### src/rtl/pwm_meter.sv
// pwm_meter: recovers high time, period and duty of an async PWM input.
// Restoring divider yields duty = high*2^DUTY_WIDTH/period.
module pwm_meter #(
  parameter int CNT_WIDTH   = 24,
  parameter int DUTY_WIDTH  = 8,
  parameter int SYNC_STAGES = 2,
  parameter int TIMEOUT     = 1000000
) (
  input  logic                  clk,
  input  logic                  rst,
  input  logic                  pwm_in,
  output logic [DUTY_WIDTH-1:0] duty,
  output logic [CNT_WIDTH-1:0]  high_cnt,
  output logic [CNT_WIDTH-1:0]  period_cnt,
  output logic                  valid,
  output logic                  stuck_high,
  output logic                  stuck_low,
  output logic                  overrun
);

  localparam int IW  = $clog2(TIMEOUT + 1);
  localparam int DCW = $clog2(DUTY_WIDTH + 1);
  localparam logic [CNT_WIDTH-1:0] CMAX  = '1;
  localparam logic [IW-1:0]        TO    = IW'(TIMEOUT);
  localparam logic [IW-1:0]        TO_M1 = IW'(TIMEOUT - 1);
  localparam logic [DCW-1:0]       DLAST = DCW'(DUTY_WIDTH - 1);

  typedef enum logic [1:0] {
    IDLE,
    HIGH,
    LOW
  } state_t;

  function automatic logic [CNT_WIDTH-1:0] sat_inc(
    input logic [CNT_WIDTH-1:0] v
  );
    if (v == CMAX) return v;
    return v + CNT_WIDTH'(1);
  endfunction

  logic [SYNC_STAGES-1:0] r_sync;
  logic                   r_s_d;
  logic                   w_s;
  logic                   w_rise;
  logic                   w_fall;
  logic [IW-1:0]          r_idle;
  logic                   w_tmo;

  state_t                 r_state;
  state_t                 w_state_nxt;
  logic [CNT_WIDTH-1:0]   r_hi;
  logic [CNT_WIDTH-1:0]   r_per;
  logic [CNT_WIDTH-1:0]   w_hi_nxt;
  logic [CNT_WIDTH-1:0]   w_per_nxt;
  logic                   w_close;
  logic                   w_start;

  logic                   r_busy;
  logic [DCW-1:0]         r_dcnt;
  logic [CNT_WIDTH-1:0]   r_rem;
  logic [CNT_WIDTH-1:0]   r_den;
  logic [DUTY_WIDTH-1:0]  r_q;
  logic [CNT_WIDTH:0]     w_shift;
  logic                   w_ge;
  logic [CNT_WIDTH-1:0]   w_rem_nxt;
  logic [DUTY_WIDTH-1:0]  w_q_nxt;
  logic                   w_div_last;

  logic [DUTY_WIDTH-1:0]  r_duty;
  logic [CNT_WIDTH-1:0]   r_high_cnt;
  logic [CNT_WIDTH-1:0]   r_period_cnt;
  logic                   r_valid;
  logic                   r_stuck_high;
  logic                   r_stuck_low;
  logic                   r_overrun;

  assign w_s    = r_sync[SYNC_STAGES-1];
  assign w_rise = w_s & ~r_s_d;
  assign w_fall = ~w_s & r_s_d;
  assign w_tmo  = ~w_rise & ~w_fall & (r_idle == TO_M1);

  // Synchroniser and edge register; left unreset so a reset does not
  // fabricate a rising edge while the input is already high.
  always_ff @(posedge clk) begin
    r_sync <= {r_sync[SYNC_STAGES-2:0], pwm_in};
    r_s_d  <= w_s;
  end

  // Cycles since the last synchronised edge, saturating at TIMEOUT.
  always_ff @(posedge clk) begin
    if (rst) begin
      r_idle <= '0;
    end else if (w_rise | w_fall) begin
      r_idle <= '0;
    end else if (r_idle != TO) begin
      r_idle <= r_idle + IW'(1);
    end
  end

  // Measurement state and high/period counters.
  always_ff @(posedge clk) begin
    if (rst) begin
      r_state <= IDLE;
      r_hi    <= '0;
      r_per   <= '0;
    end else begin
      r_state <= w_state_nxt;
      r_hi    <= w_hi_nxt;
      r_per   <= w_per_nxt;
    end
  end

  // Next state: count high and period, close a period on rise in LOW.
  always_comb begin
    w_state_nxt = r_state;
    w_hi_nxt    = r_hi;
    w_per_nxt   = r_per;
    w_close     = 1'b0;
    unique case (r_state)
      IDLE: begin
        if (w_rise) begin
          w_state_nxt = HIGH;
          w_hi_nxt    = CNT_WIDTH'(1);
          w_per_nxt   = CNT_WIDTH'(1);
        end
      end
      HIGH: begin
        w_per_nxt = sat_inc(r_per);
        if (w_fall) begin
          w_state_nxt = LOW;
        end else begin
          w_hi_nxt = sat_inc(r_hi);
        end
      end
      LOW: begin
        if (w_rise) begin
          w_close     = 1'b1;
          w_state_nxt = HIGH;
          w_hi_nxt    = CNT_WIDTH'(1);
          w_per_nxt   = CNT_WIDTH'(1);
        end else begin
          w_per_nxt = sat_inc(r_per);
        end
      end
      default: w_state_nxt = IDLE;
    endcase
    if (w_tmo) w_state_nxt = IDLE;
  end

  assign w_start    = w_close & ~r_busy;
  assign w_shift    = {r_rem, 1'b0};
  assign w_ge       = w_shift >= {1'b0, r_den};
  assign w_rem_nxt  = w_ge ? CNT_WIDTH'(w_shift - {1'b0, r_den})
                           : w_shift[CNT_WIDTH-1:0];
  assign w_q_nxt    = {r_q[DUTY_WIDTH-2:0], w_ge};
  assign w_div_last = r_busy & (r_dcnt == DLAST) & ~w_tmo;

  // Restoring divider: remainder starts at high, one quotient bit per cycle.
  always_ff @(posedge clk) begin
    if (rst) begin
      r_busy <= 1'b0;
      r_dcnt <= '0;
      r_rem  <= '0;
      r_den  <= '0;
      r_q    <= '0;
    end else if (w_tmo) begin
      r_busy <= 1'b0;
    end else if (w_start) begin
      r_busy <= 1'b1;
      r_dcnt <= '0;
      r_rem  <= r_hi;
      r_den  <= r_per;
      r_q    <= '0;
    end else if (r_busy) begin
      r_rem  <= w_rem_nxt;
      r_q    <= w_q_nxt;
      r_dcnt <= r_dcnt + DCW'(1);
      if (r_dcnt == DLAST) r_busy <= 1'b0;
    end
  end

  // Published results, strobes and stuck flags.
  always_ff @(posedge clk) begin
    if (rst) begin
      r_duty       <= '0;
      r_high_cnt   <= '0;
      r_period_cnt <= '0;
      r_valid      <= 1'b0;
      r_stuck_high <= 1'b0;
      r_stuck_low  <= 1'b0;
      r_overrun    <= 1'b0;
    end else begin
      r_valid   <= 1'b0;
      r_overrun <= w_close & r_busy;
      if (w_tmo) begin
        r_valid      <= 1'b1;
        r_stuck_high <= w_s;
        r_stuck_low  <= ~w_s;
        r_duty       <= w_s ? '1 : '0;
        r_high_cnt   <= '0;
        r_period_cnt <= '0;
      end else begin
        if (w_rise | w_fall) begin
          r_stuck_high <= 1'b0;
          r_stuck_low  <= 1'b0;
        end
        if (w_start) begin
          r_high_cnt   <= r_hi;
          r_period_cnt <= r_per;
        end
        if (w_div_last) begin
          r_duty  <= w_q_nxt;
          r_valid <= 1'b1;
        end
      end
    end
  end

  assign duty       = r_duty;
  assign high_cnt   = r_high_cnt;
  assign period_cnt = r_period_cnt;
  assign valid      = r_valid;
  assign stuck_high = r_stuck_high;
  assign stuck_low  = r_stuck_low;
  assign overrun    = r_overrun;

endmodule

### config.mk
export PLATFORM = sky130hd
export DESIGN_NAME = pwm_meter
export DESIGN_NICKNAME = d
export VERILOG_FILES = /design/src/rtl/pwm_meter.sv
export SDC_FILE = /design/constraint.sdc
export NUM_CORES = 1
export LEC_CHECK = 0
export CAP_MARGIN = 0
export CORE_MARGIN = 1.5
export CORE_UTILIZATION = 30
export DETAILED_ROUTE_END_ITERATION = 10
export GPL_TIMING_DRIVEN = 0
export PLACE_DENSITY = 0.56
export SLEW_MARGIN = 20
export SYNTH_ARGS = -nofsm -noshare
export SYNTH_HDL_FRONTEND = slang
export SYNTH_SLANG_ARGS = --single-unit
### constraint.sdc
create_clock -name clk -period 4.8 [get_ports clk]
set_clock_uncertainty 0.05 [all_clocks]
set_input_delay 0.48 -clock clk [delete_from_list [all_inputs] [get_ports clk]]
set_output_delay 0.48 -clock clk [all_outputs]
set_load 0.05 [all_outputs]
== Word level (Yosys, flattened, before mapping) ==
Cells that the tools add are included.
Cells by class
  add/subtract/negate cells: 5
  order comparisons: 1
  equality and inequality tests: 12
  mux-type cells: 39
  bitwise gates (word level): 15
  reduce and logical (&&, ||, !) cells: 14
Operators with widths (count)
  $mux 24: 10
  $pmux 24 s3: 1
  $add 24x1->24 const B: 2
  $eq 24x24->1 const B: 2
  $pmux 24 s2: 1
  $ge 25x24->1: 1
  $mux 8: 3
  $sub 24x24->24: 1
  $add 20x1->20 const B: 1
  $eq 20x20->1 const B: 1
  $ne 20x20->1 const B: 1
  $mux 1: 17
  $mux 7: 2
  $and 1x1->1: 8
  $mux 4: 2
  $reduce_and 2->1: 4
  $reduce_bool 2->1: 4
  $ne 2x2->1 const B: 3
  $not 1->1: 6
  $reduce_or 2->1: 3
  $add 4x1->4 const B: 1
  $eq 4x3->1 const B: 1
  $mux 2: 2
  $pmux 2 s2: 1
  8 further kinds: 8
Word-level totals
  flip-flop bits (word level): 193
  bits of input ports: 3
  output and inout bits: 60
  logic and storage cells: 104

== Longest topological paths before layout ==
Gate-level depths: netlist (run 1).
  word-level depth: 9
  gate-level depth with buffers: 12
  gate-level depth less buffers: 11

== Worst setup path before layout (run 1) ==
OpenSTA, ideal clock, no wires.
  path kind: register to register
  start point: register r_den[9]
  end point: register r_rem[22]
  setup time: 0.119 ns
  data arrival time: 2.316 ns
  required time: 4.631 ns
  setup slack: 2.315 ns
  cell stages (with the launch flop): 12
  path buffers: 1
  clock period less this slack: 2.485 ns
  cells stage by stage: dfxtp_1 -> inv_1 -> ha_1 -> clkbuf_1 -> a21o_1 -> a221o_1 -> or3_1 -> o31ai_2 -> o21a_1 -> o21ai_0 -> mux2i_1 -> nor2_1
On the way
  word-level cells in the longest chain between the ends: 4
  elaborated cells between the ends (all ways): 5
  those cells by class: add/sub: 1; order compare: 1; mux: 3
RTL lines
  from (decl): line 61  | logic [CNT_WIDTH-1:0] r_den;
  from (signal assigned): line 172  | r_den <= r_per;
  $sub 24x24->24 / $ge 25x24->1 (equally long branches): line 153, 152
  $mux 24 *: line 153  | assign w_rem_nxt = w_ge ? CNT_WIDTH'(w_shift - {1'b0, r_den})
  $mux 24 *: line 174  | end else if (r_busy) begin
  $mux 24 *: line 168  | end else if (w_start) begin
  to (signal assigned): line 171  | r_rem <= r_hi;
  to (signal assigned): line 175  | r_rem <= w_rem_nxt;
  to (decl): line 60  | logic [CNT_WIDTH-1:0] r_rem;
Every way passes the cells marked *; elsewhere a longest branch is shown, timed or not. The select of a mux whose other input is x is not followed.
A chain may end at the register's enable or synchronous reset.

== Final worst setup path (run 1) ==
  start point: register r_sync[1]
  end point: register r_high_cnt[5] (netlist: high_cnt[5])
On the way
  word-level cells in the longest chain between the ends: 6
  elaborated cells between the ends (all ways): 11
  those cells by class: mux: 2; bitwise: 8; reduce/logical: 1
RTL lines
  from (decl): line 41  | logic [SYNC_STAGES-1:0] r_sync;
  from (signal assigned): line 85  | r_sync <= {r_sync[SYNC_STAGES-2:0], pwm_in};
  $not 1->1: line 79  | assign w_fall = ~w_s & r_s_d;
  $and 1x1->1: line 79
  $not 1->1: line 80  | assign w_tmo = ~w_rise & ~w_fall & (r_idle == TO_M1);
  $and 1x1->1 (2 in series): line 80
  $reduce_or 2->1 (no source line)
  to (signal assigned): line 208  | r_high_cnt <= r_hi;
  to (decl): line 70  | logic [CNT_WIDTH-1:0] r_high_cnt;
Several ways; a longest one is shown, not always the timed one.

==> flow_summary_export.csv, run 1 <==
group,metric,value,unit
run_status,status,"completed",
routing,vias,8592,
yosys,yosys_most_used_dff,"dfxtp_1",
final_layout,mostFrequentLayoutCells,"207 x nand2_1, 193 x dfxtp_1, 131 x a21oi_1",
worst_setup_path,reg2reg_from,"r_sync[1]$_DFF_P_",
worst_setup_path,rrSetupSlack,1.60,ns
floorplan,die_h,181,um
yosys,synth_edf_count,0,
placed_design,place.gp.congestion,0.862,
worst_hold_path,min_to,"r_sync[1]$_DFF_P_",
final_layout,seqCellArea,3860,um2
timing,rsz0062_at_grt,"false",
cts,hold_buffers,0,
timing,drv_slew,0,
worst_setup_path,path_max_fanout,10,
yosys,netlist_area,9550,um2
final_layout,fillCellCount,3273,
final_layout,layout-drive-gt1-share,0.0600,
yosys,synth.avg_cell_area,8.03,um2
yosys,yosys_warnings,0,
routing,detail_route.wl_per_cell,16.1,um
routing,antenna_left,0,
power,leakagePower,4.05,nW
global_routing,grt_pass1_wl,42900,um
global_routing,antenna_found_initial,0,
timing,setup_violations,0,
global_routing,gr-total-overflow,0,
worst_hold_path,hold_class,"reg2reg",
worst_setup_path,required,5.13,ns
yosys,ys_seq_area_frac,0.404,
yosys,yosysTopAreaCell,"dfxtp_1",
placed_design,port_buffers,62,
floorplan,die_w,181,um
worst_setup_path,path_class,"reg2reg",
yosys,syn_inst,1190,
cts,clock_latency,0.46,ns
worst_setup_path,crit_arrival,3.53,ns
timing,min_period,3.20,ns
yosys,ys_seq_elements,193,
final_layout,final_util,0.357,
floorplan,ios,63,
placed_design,dpl.hpwl,20500,um
cts,cts_tree,"done",
cts,cts.repair.resized,0,
timing,fin_crit_sh,0.667,
timing,fin_setup_tns,0,ns
timing,report.final.hold_viol_count,0,
power,vdd_drop_max,0.245,mV
floorplan,rows,65,
final_layout,diodes,0,
global_routing,grt_max_degree,20,
worst_setup_path,start_kind,"register",
final_layout,syn2layout_area_growth,17.7,%
worst_setup_path,crit_path_end_kind,"register",
cts,clockRootBuffer,"clkbuf_16",
routing,drc,0,
cts,clk_path_buf_depth,2,
cts,clk_pin_slew,0.08,ns
floorplan,fp.dieArea,32900,um2
timing,slew-limit-headroom,0.447,
cts,cts_sinks,193,
worst_hold_path,min_from,"r_sync[0]$_DFF_P_",
routing,drtIter0Drc,724,
final_layout,final_nets,1310,
floorplan,start_util,0.304,
final_layout,multi_input_area,5240,um2
final_layout,mostFrequentLayoutCell,"nand2_1",
yosys,synthTopCellsByArea,"dfxtp_1 40%, nand2_1 8.1%, a21oi_1 6.9%",
routing,first_pass_iters,5,
cts,cts_setup_buffers,0,
cts,numCtsBuffers,17,
worst_setup_path,rr_endpoint,"high_cnt[5]$_SDFFE_PP0P_",
worst_hold_path,hold_path_depth,0,
routing,via_per_inst,5.10,
timing,timing.fmax,312,MHz
yosys,synthesis.nets,1229,
yosys,synth.distinct_cells,82,
global_routing,grt_pass1_vias,7986,
routing,wl,27100,um
yosys,yosysTopAreaCellShare,0.404,
job,drv_cap,0,
yosys,synth_async_sr_flop_share,0,
floorplan,core-area,31500,um2
timing,worstMarginPinSlew,0.830,ns
global_routing,track_usage,0.165,
cts,cts-htree-levels,4,
worst_setup_path,ff2ff_path_depth,8,
power,powerDensity,287,nW/um2
## layout make-up
| type | count | area share |
|---|---|---|
| clock inverters | 15 | 0.0130 |
| clock buffers | 17 | 0.0378 |
| inverters | 40 | 0.0133 |
| plain buffers | 67 | 0.0269 |
| flip-flops and latches | 193 | 0.343 |
| repair buffers | 62 | 0.0552 |
| well taps | 402 | 0.0447 |
| multi-input cells | 890 | 0.466 |
## how the worst max path moves through the flow
stage | to | from | slack (ns) | cells after the start
after floorplan | r_rem[22]$_SDFFE_PP0P_ | r_den[9]$_SDFFE_PP0P_ | 2.32 | 11
after global placement | high_cnt[4]$_SDFFE_PP0P_ | r_sync[1]$_DFF_P_ | 1.58 | 8
after detailed placement | high_cnt[5]$_SDFFE_PP0P_ | r_sync[1]$_DFF_P_ | 1.62 | 8
after CTS | period_cnt[18]$_SDFFE_PP0P_ | r_sync[1]$_DFF_P_ | 1.58 | 8
after global routing | period_cnt[17]$_SDFFE_PP0P_ | r_sync[1]$_DFF_P_ | 1.31 | 8
final | high_cnt[5]$_SDFFE_PP0P_ | r_sync[1]$_DFF_P_ | 1.60 | 8
## per-stage QoR
step / area, um2 / cells / worst slack (ns) / hold WS (ns) / power (mW)
2_1_floorplan: 9550 / 1190 / 2.32 / 0.260 / 1.80
3_3_place_gp: 10700 / 1654 / 1.58 / 0.265 / 1.86
3_5_place_dp: 10700 / 1654 / 1.62 / 0.289 / 1.86
4_1_cts: 11200 / 1686 / 1.58 / 0.306 / 3.26
5_1_grt: 11200 / 1686 / 1.31 / 0.308 / 3.35
6_report: 11200 / 1686 / 1.60 / 0.298 / 3.23
## power breakdown
part,internal [mW],switching [mW],total [mW]
Clock,0.689,0.719,1.41
Combinational,0.0674,0.138,0.206
Sequential,1.61,0.00979,1.62
Total,2.36,0.867,3.23
## worst max-delay path, cell delays in order, from the launching register on
cell and delay [ns]:
dfxtp_1 0.38, ha_1 0.16, clkbuf_1 0.27, nand2_1 0.23, nor2_1 0.65, clkbuf_1 0.59, buf_1 0.52, nand2_1 0.14
a21oi_1 0.13
## synthesized netlist by cell type, types with 10 or more instances
master / count
nand2_1: 207
dfxtp_1: 193
a21oi_1: 131
nor2_1: 110
o21ai_0: 43
inv_1: 40
nand3_1: 40
clkbuf_1: 39
xor2_1: 39
ha_1: 35
nand4_1: 24
nor3_1: 21
xnor2_1: 20
mux2i_1: 18
and3_1: 17
buf_2: 17
a21o_1: 14
o21ai_1: 14
and2_1: 13
a31oi_1: 10
## sequential cells by signal (all words and copies together) (netlist names), 2 cells and up
name	count
high_cnt	24
period_cnt	24
r_den	24
r_hi	24
r_per	24
r_rem	24
r_idle	20
duty	8
r_q	7
r_dcnt	4
r_state	2
r_sync	2
## per-layer routing
layer | wire length [um] | global-route usage
met5 | 0 | 0
met4 | 652 | 0.0620
met3 | 1090 | 0.0291
met2 | 12400 | 0.264
met1 | 13000 | 0.223
## logic make-up after synthesis
group | count (synthesis) | share of synthesized area
AO/OA/AOI/OAI | 294 | 0.192
XOR/XNOR | 59 | 0.0541
adder cells (fa/ha/maj) | 36 | 0.0479
buffers and inverters | 107 | 0.0474
flip-flops | 193 | 0.404
multiplexers | 19 | 0.0200
AND/OR/NAND/NOR | 482 | 0.234
No activity file was read; power rests on OpenSTA's default activity.
==> run 2: changes to the inputs <==
PLACE_DENSITY = 0.58   (was 0.56)
clock period = 2.9 ns   (was 4.8 ns; I/O delays follow)
==> run 2 against run 1 <==
Against the previous run: final cell count rose by 0.30%; sequential power rose by 65%; first-iteration DRC count fell by 17%; via count rose by 0.93%; non-clock buffer count rose by 5; utilization rose by 0.47 points; sequential share of layout area fell by 0.45 points; critical path type unchanged; highest routed layer unchanged.
==> flow_summary_export.csv, run 2 (synthesized netlist as in run 1, its figures left out) <==
group,metric,value,unit
run_status,status,"completed",
routing,antenna_left,0,
floorplan,die_h,181,um
routing,first_pass_iters,6,
floorplan,ios,63,
cts,cts_sinks,193,
cts,cts_tree,"done",
global_routing,grt.met2_usage,0.272,
routing,drc,0,
cts,numCtsBuffers,17,
floorplan,core-area,31500,um2
final_layout,layout-drive-gt1-share,0.0784,
global_routing,antenna_found_initial,0,
floorplan,fp.dieArea,32900,um2
power,power_frac_comb,0.069,
worst_setup_path,crit_start,"r_rem[8]$_SDFFE_PP0P_",
placed_design,place.gp.congestion,0.862,
worst_setup_path,crit_chain,"ha_2, nand4_1, nor4_4, a21oi_4, and3_2, a21o_4, buf_6, o31ai_1, a211oi_1",
cts,cts-htree-levels,4,
worst_setup_path,path_class,"reg2reg",
timing,report.final.hold_viol_count,0,
worst_setup_path,reg2reg_from,"r_rem[8]$_SDFFE_PP0P_",
power,p_sw_frac,0.267,
global_routing,grtUsageMet3,0.0293,
final_layout,final_nets,1315,
worst_setup_path,required,3.16,ns
worst_setup_path,crit_path_end_kind,"register",
global_routing,track_usage,0.168,
final_layout,mostFrequentLayoutCells,"207 x nand2_1, 193 x dfxtp_1, 129 x a21oi_1",
power,switchingPower,1.43,mW
final_layout,diodes,0,
routing,wl,27500,um
floorplan,start_util,0.304,
timing,min_period,2.85,ns
power,power.internal,3.93,mW
worst_hold_path,min_from,"pwm_in",
final_layout,fillCellCount,3234,
timing,whs,0.226,ns
timing,drv_slew,0,
global_routing,grt_util_met1,0.224,
global_routing,grt_max_degree,20,
cts,clockRootBuffer,"clkbuf_16",
worst_setup_path,crit_arrival,3.11,ns
routing,vias,8672,
timing,worstMarginPinSlew,0.827,ns
power,powerDensity,470,nW/um2
worst_hold_path,hold_class,"in2reg",
worst_setup_path,max_stage_delay,0.42,ns
cts,clk_path_buf_depth,2,
floorplan,die_w,181,um
routing,drtIter0Drc,601,
power,finalPower,5.36,mW
global_routing,grt.busiest_layer,"met2",
final_layout,final_util,0.362,
worst_setup_path,path_max_fanout,10,
power,p_seq_frac,0.499,
power,clkPwrFrac,0.432,
routing,detail_route.wl_per_cell,16.3,um
final_layout,mostFrequentLayoutCell,"nand2_1",
global_routing,grt_pass1_vias,8167,
timing,fin_crit_sh,0.983,
worst_setup_path,start_kind,"register",
placed_design,port_buffers,62,
global_routing,gr-total-overflow,0,
placed_design,place_worst_setup_slack,-0.344,ns
cts,clk_pin_slew,0.08,ns
cts,hold_buffers,0,
routing,via_per_inst,5.13,
final_layout,syn2layout_area_growth,19.3,%
cts,clock_latency,0.45,ns
floorplan,rows,65,
placed_design,dpl.hpwl,20500,um
timing,post-route-worst-setup-slack,0.0501,ns
power,vdd_drop_max,0.393,mV
global_routing,grt_pass1_wl,43700,um
job,drv_cap,0,
timing,slew-limit-headroom,0.434,
power,leakagePower,4.12,nW
timing,timing.fmax,351,MHz
worst_setup_path,slowest_stage,"ha_2",
timing,setup_violations,0,
==> run 2: final cells by class <==
class	instances	area, um2	share of cell area
repair buffers	68	666	0.0584
flip-flops and latches	193	3860	0.339
clock inverters	15	151	0.0133
plain buffers	66	319	0.0280
clock buffers	17	425	0.0373
well taps	402	503	0.0441
inverters	40	150	0.0132
multi-input cells	890	5320	0.467
==> run 2: critical path, delay by kind of cell (launching register included) <==
family | cells | cell delay (ns)
flops | 1 | 0.36
fa+ha+maj | 1 | 0.42
simple gates | 3 | 0.87
buf+inv | 1 | 0.15
compound gates | 4 | 0.86
==> run 2: layer usage <==
layer | vias to the layer above | wire, um
li1 | 4348 | -
met1 | 4104 | 12800
met2 | 174 | 12800
met3 | 46 | 1240
met4 | 0 | 646
met5 | - | 0
==> run 2: repair_timing <==
item	in CTS	in global routing
gates cloned	0	0
setup buffers	0	6
endpoints found under the setup margin	53	83
pin swaps	0	5
gates resized for setup	3	29
==> run 2: worst paths after layout <==
path,end,slack (ns),cells after the start
max,r_rem[23]$_SDFFE_PP0P_,0.05,9
min,r_sync[0]$_DFF_P_,0.23,1
max reg2reg,r_rem[23]$_SDFFE_PP0P_,0.05,9
min reg2reg,r_sync[1]$_DFF_P_,0.29,0
==> run 2: through the flow <==
step	instances	setup TNS, ns	area, um2
2_1_floorplan	1190	0	9550
3_3_place_gp	1654	-7.95	10700
3_5_place_dp	1654	-8.82	10700
4_1_cts	1686	0	11300
5_1_grt	1691	-0.0790	11400
6_report	1691	0	11400
==> run 2: power by group through the flow <==
stage	registers [mW]	clock network, mW	logic, mW
3_3_place_gp	2.74	0	0.337
6_report	2.68	2.32	0.367
5_1_grt	2.68	2.48	0.401
4_1_cts	2.68	2.36	0.341
2_1_floorplan	2.73	0	0.243
3_5_place_dp	2.74	0	0.339
==> run 3: changes to the inputs <==
REMOVE_ABC_BUFFERS = 1   (was unset)
clock period = 2.5 ns   (was 2.9 ns; I/O delays follow)
==> run 3 against run 2 <==
Against the previous run: the run now ends with negative setup slack left; critical path depth increased by 1; clock power grew 28%; first-iteration DRC count grew 6.5%; utilization increased by 2.6 points; register-to-register slack lost 0.05 ns; die area is the same; final cell count decreased by 0.89%; maximum frequency grew 14%; critical endpoint is now r_rem[2]$_SDFFE_PP0P_; largest power group unchanged; highest routed layer unchanged.
==> flow_summary_export.csv, run 3 (synthesized netlist as in run 1, its figures left out) <==
group,metric,value,unit
run_status,status,"finished with violations",
run_status,violations,"negative setup slack",
worst_setup_path,crit_arrival,2.77,ns
placed_design,place.gp.congestion,0.855,
global_routing,grt_pass1_vias,8096,
final_layout,layout-drive-gt1-share,0.159,
global_routing,grt_pass1_wl,42700,um
timing,slew-limit-headroom,0.497,
placed_design,port_buffers,62,
final_layout,diodes,0,
timing,min_period,2.50,ns
worst_setup_path,rrSetupSlack,-0.005,ns
timing,setup_violations,2,
power,vdd_drop_max,0.359,mV
cts,cts_sinks,193,
worst_hold_path,min_to,"r_per[0]$_SDFFE_PP0P_",
routing,vias,8541,
routing,drtIter0Drc,640,
worst_setup_path,path_max_fanout,14,
routing,wl,26900,um
floorplan,die_w,181,um
global_routing,grt_max_degree,48,
floorplan,ios,63,
worst_hold_path,hold_class,"in2reg",
cts,clockRootBuffer,"clkbuf_16",
floorplan,rows,65,
cts,clk_path_buf_depth,2,
timing,fin_setup_tns,-0.00674,ns
cts,hold_buffers,0,
global_routing,gr-total-overflow,0,
timing,worstMarginPinSlew,0.753,ns
global_routing,antenna_found_initial,0,
timing,rsz0062_at_grt,"true",
floorplan,start_util,0.304,
cts,numCtsBuffers,17,
worst_hold_path,hold_path_depth,2,
routing,first_pass_iters,6,
routing,drc,0,
cts,cts-htree-levels,4,
power,finalPower,6.57,mW
power,powerDensity,537,nW/um2
routing,via_per_inst,5.10,
final_layout,final_util,0.388,
worst_hold_path,min_from,"rst",
cts,clk_pin_slew,0.08,ns
floorplan,die_h,181,um
power,p_seq_frac,0.473,
floorplan,fp.dieArea,32900,um2
routing,detail_route.wl_per_cell,16.0,um
worst_setup_path,ff2ff_path_depth,10,
routing,antenna_left,0,
placed_design,dpl.hpwl,16900,um
power,power_frac_comb,0.074,
worst_setup_path,reg2reg_from,"r_rem[20]$_SDFFE_PP0P_",
timing,whs,0.148,ns
power,leakagePower,4.39,nW
cts,cts_tree,"done",
global_routing,track_usage,0.160,
floorplan,core-area,31500,um2
power,clkPwrFrac,0.453,
timing,fin_crit_sh,1.00,
timing,report.final.hold_viol_count,0,
worst_setup_path,required,2.77,ns
timing,timing.fmax,399,MHz
power,p_sw_frac,0.237,
job,drv_cap,0,
final_layout,syn2layout_area_growth,28.0,%
final_layout,mostFrequentLayoutCells,"201 x nand2_1, 181 x dfxtp_1, 128 x a21oi_1",
worst_setup_path,path_class,"reg2reg",
worst_setup_path,rr_endpoint,"r_rem[2]$_SDFFE_PP0P_",
final_layout,mostFrequentLayoutCell,"nand2_1",
power,power.internal,5.01,mW
cts,clock_latency,0.43,ns
power,switchingPower,1.56,mW
worst_setup_path,start_kind,"register",
timing,post-route-worst-setup-slack,-0.00478,ns
final_layout,final_nets,1301,
timing,drv_slew,0,
worst_setup_path,crit_path_end_kind,"register",
run 3: changes by cell type in the layout (fill, tap and decap cells not counted), moves of 11 or more:
cell and change:
dfxtp_2 +11, dfxtp_1 -12, buf_2 -14, buf_4 +35
ha_4 +22, clkbuf_1 -33, ha_1 -21
run 3: cell type report:
type                            instances  area, um2
Fill cell                            3156      19200
Multi-Input combinational cell        895       5900
Sequential cell                       193       3880
Timing Repair Buffer                  115       1150
Tap cell                              402        503
Clock buffer                           20        457
Clock inverter                         11        175
Inverter                               40        158
run 3: per-layer routing:
layer / up-vias / part of all wire / global-route usage
li1: 4314 / - / -
met1: 4012 / 0.48 / 0.218
met2: 192 / 0.46 / 0.259
met3: 23 / 0.037 / 0.0289
met4: 0 / 0.015 / 0.0453
met5: - / 0 / 0
run 3: critical path: stages, from the launching register on:
cell	delay (ns)
dfxtp_1	0.39
ha_4	0.33
nand4b_1	0.23
nor3_2	0.25
a21oi_2	0.11
a31o_4	0.27
a21oi_4	0.14
buf_12	0.18
mux2i_2	0.24
a21o_1	0.14
a21oi_1	0.05
run 3: stage by stage:
| stage | cells | setup slack [ns] | cell area, um2 |
|---|---|---|---|
| after global placement | 1587 | -4.14 | 10400 |
| after detailed placement | 1593 | -0.918 | 10500 |
| after global routing | 1676 | -0.0803 | 12200 |
| after floorplan | 1123 | -1.22 | 9250 |
| after CTS | 1646 | 0.000863 | 11800 |
| final | 1676 | -0.00478 | 12200 |
run 3: repair_timing:
| item | in CTS | in global routing |
|---|---|---|
| cloned | 5 | 1 |
| buffers inserted | 17 | 29 |
| gates resized for setup | 78 | 48 |
| pin swaps | 17 | 26 |
| setup endpoints to repair | 142 | 92 |
run 3: worst max-delay path by stage:
stage | start | end | slack [ns] | cells after the start
after floorplan | r_sync[1]$_DFF_P_ | r_den[0]$_SDFFE_PP0P_ | -1.22 | 6
after global placement | rst | r_rem[21]$_SDFFE_PP0P_ | -4.14 | 7
after detailed placement | rst | r_rem[20]$_SDFFE_PP0P_ | -0.92 | 7
after CTS | r_idle[10]$_SDFFE_PP0P_ | r_rem[21]$_SDFFE_PP0P_ | 0.0009 | 8
after global routing | r_den[7]$_SDFFE_PP0P_ | r_rem[11]$_SDFFE_PP0P_ | -0.08 | 11
final | r_rem[20]$_SDFFE_PP0P_ | r_rem[2]$_SDFFE_PP0P_ | -0.005 | 10
run 3: power by group through the flow:
stage          Clock [mW]  Combinational (mW)  Sequential, mW
3_5_place_dp            0               0.371            3.18
5_1_grt              3.18               0.523            3.11
4_1_cts              3.05               0.441            3.11
2_1_floorplan           0               0.249            3.17
3_3_place_gp            0               0.359            3.18
6_report             2.97               0.484            3.11
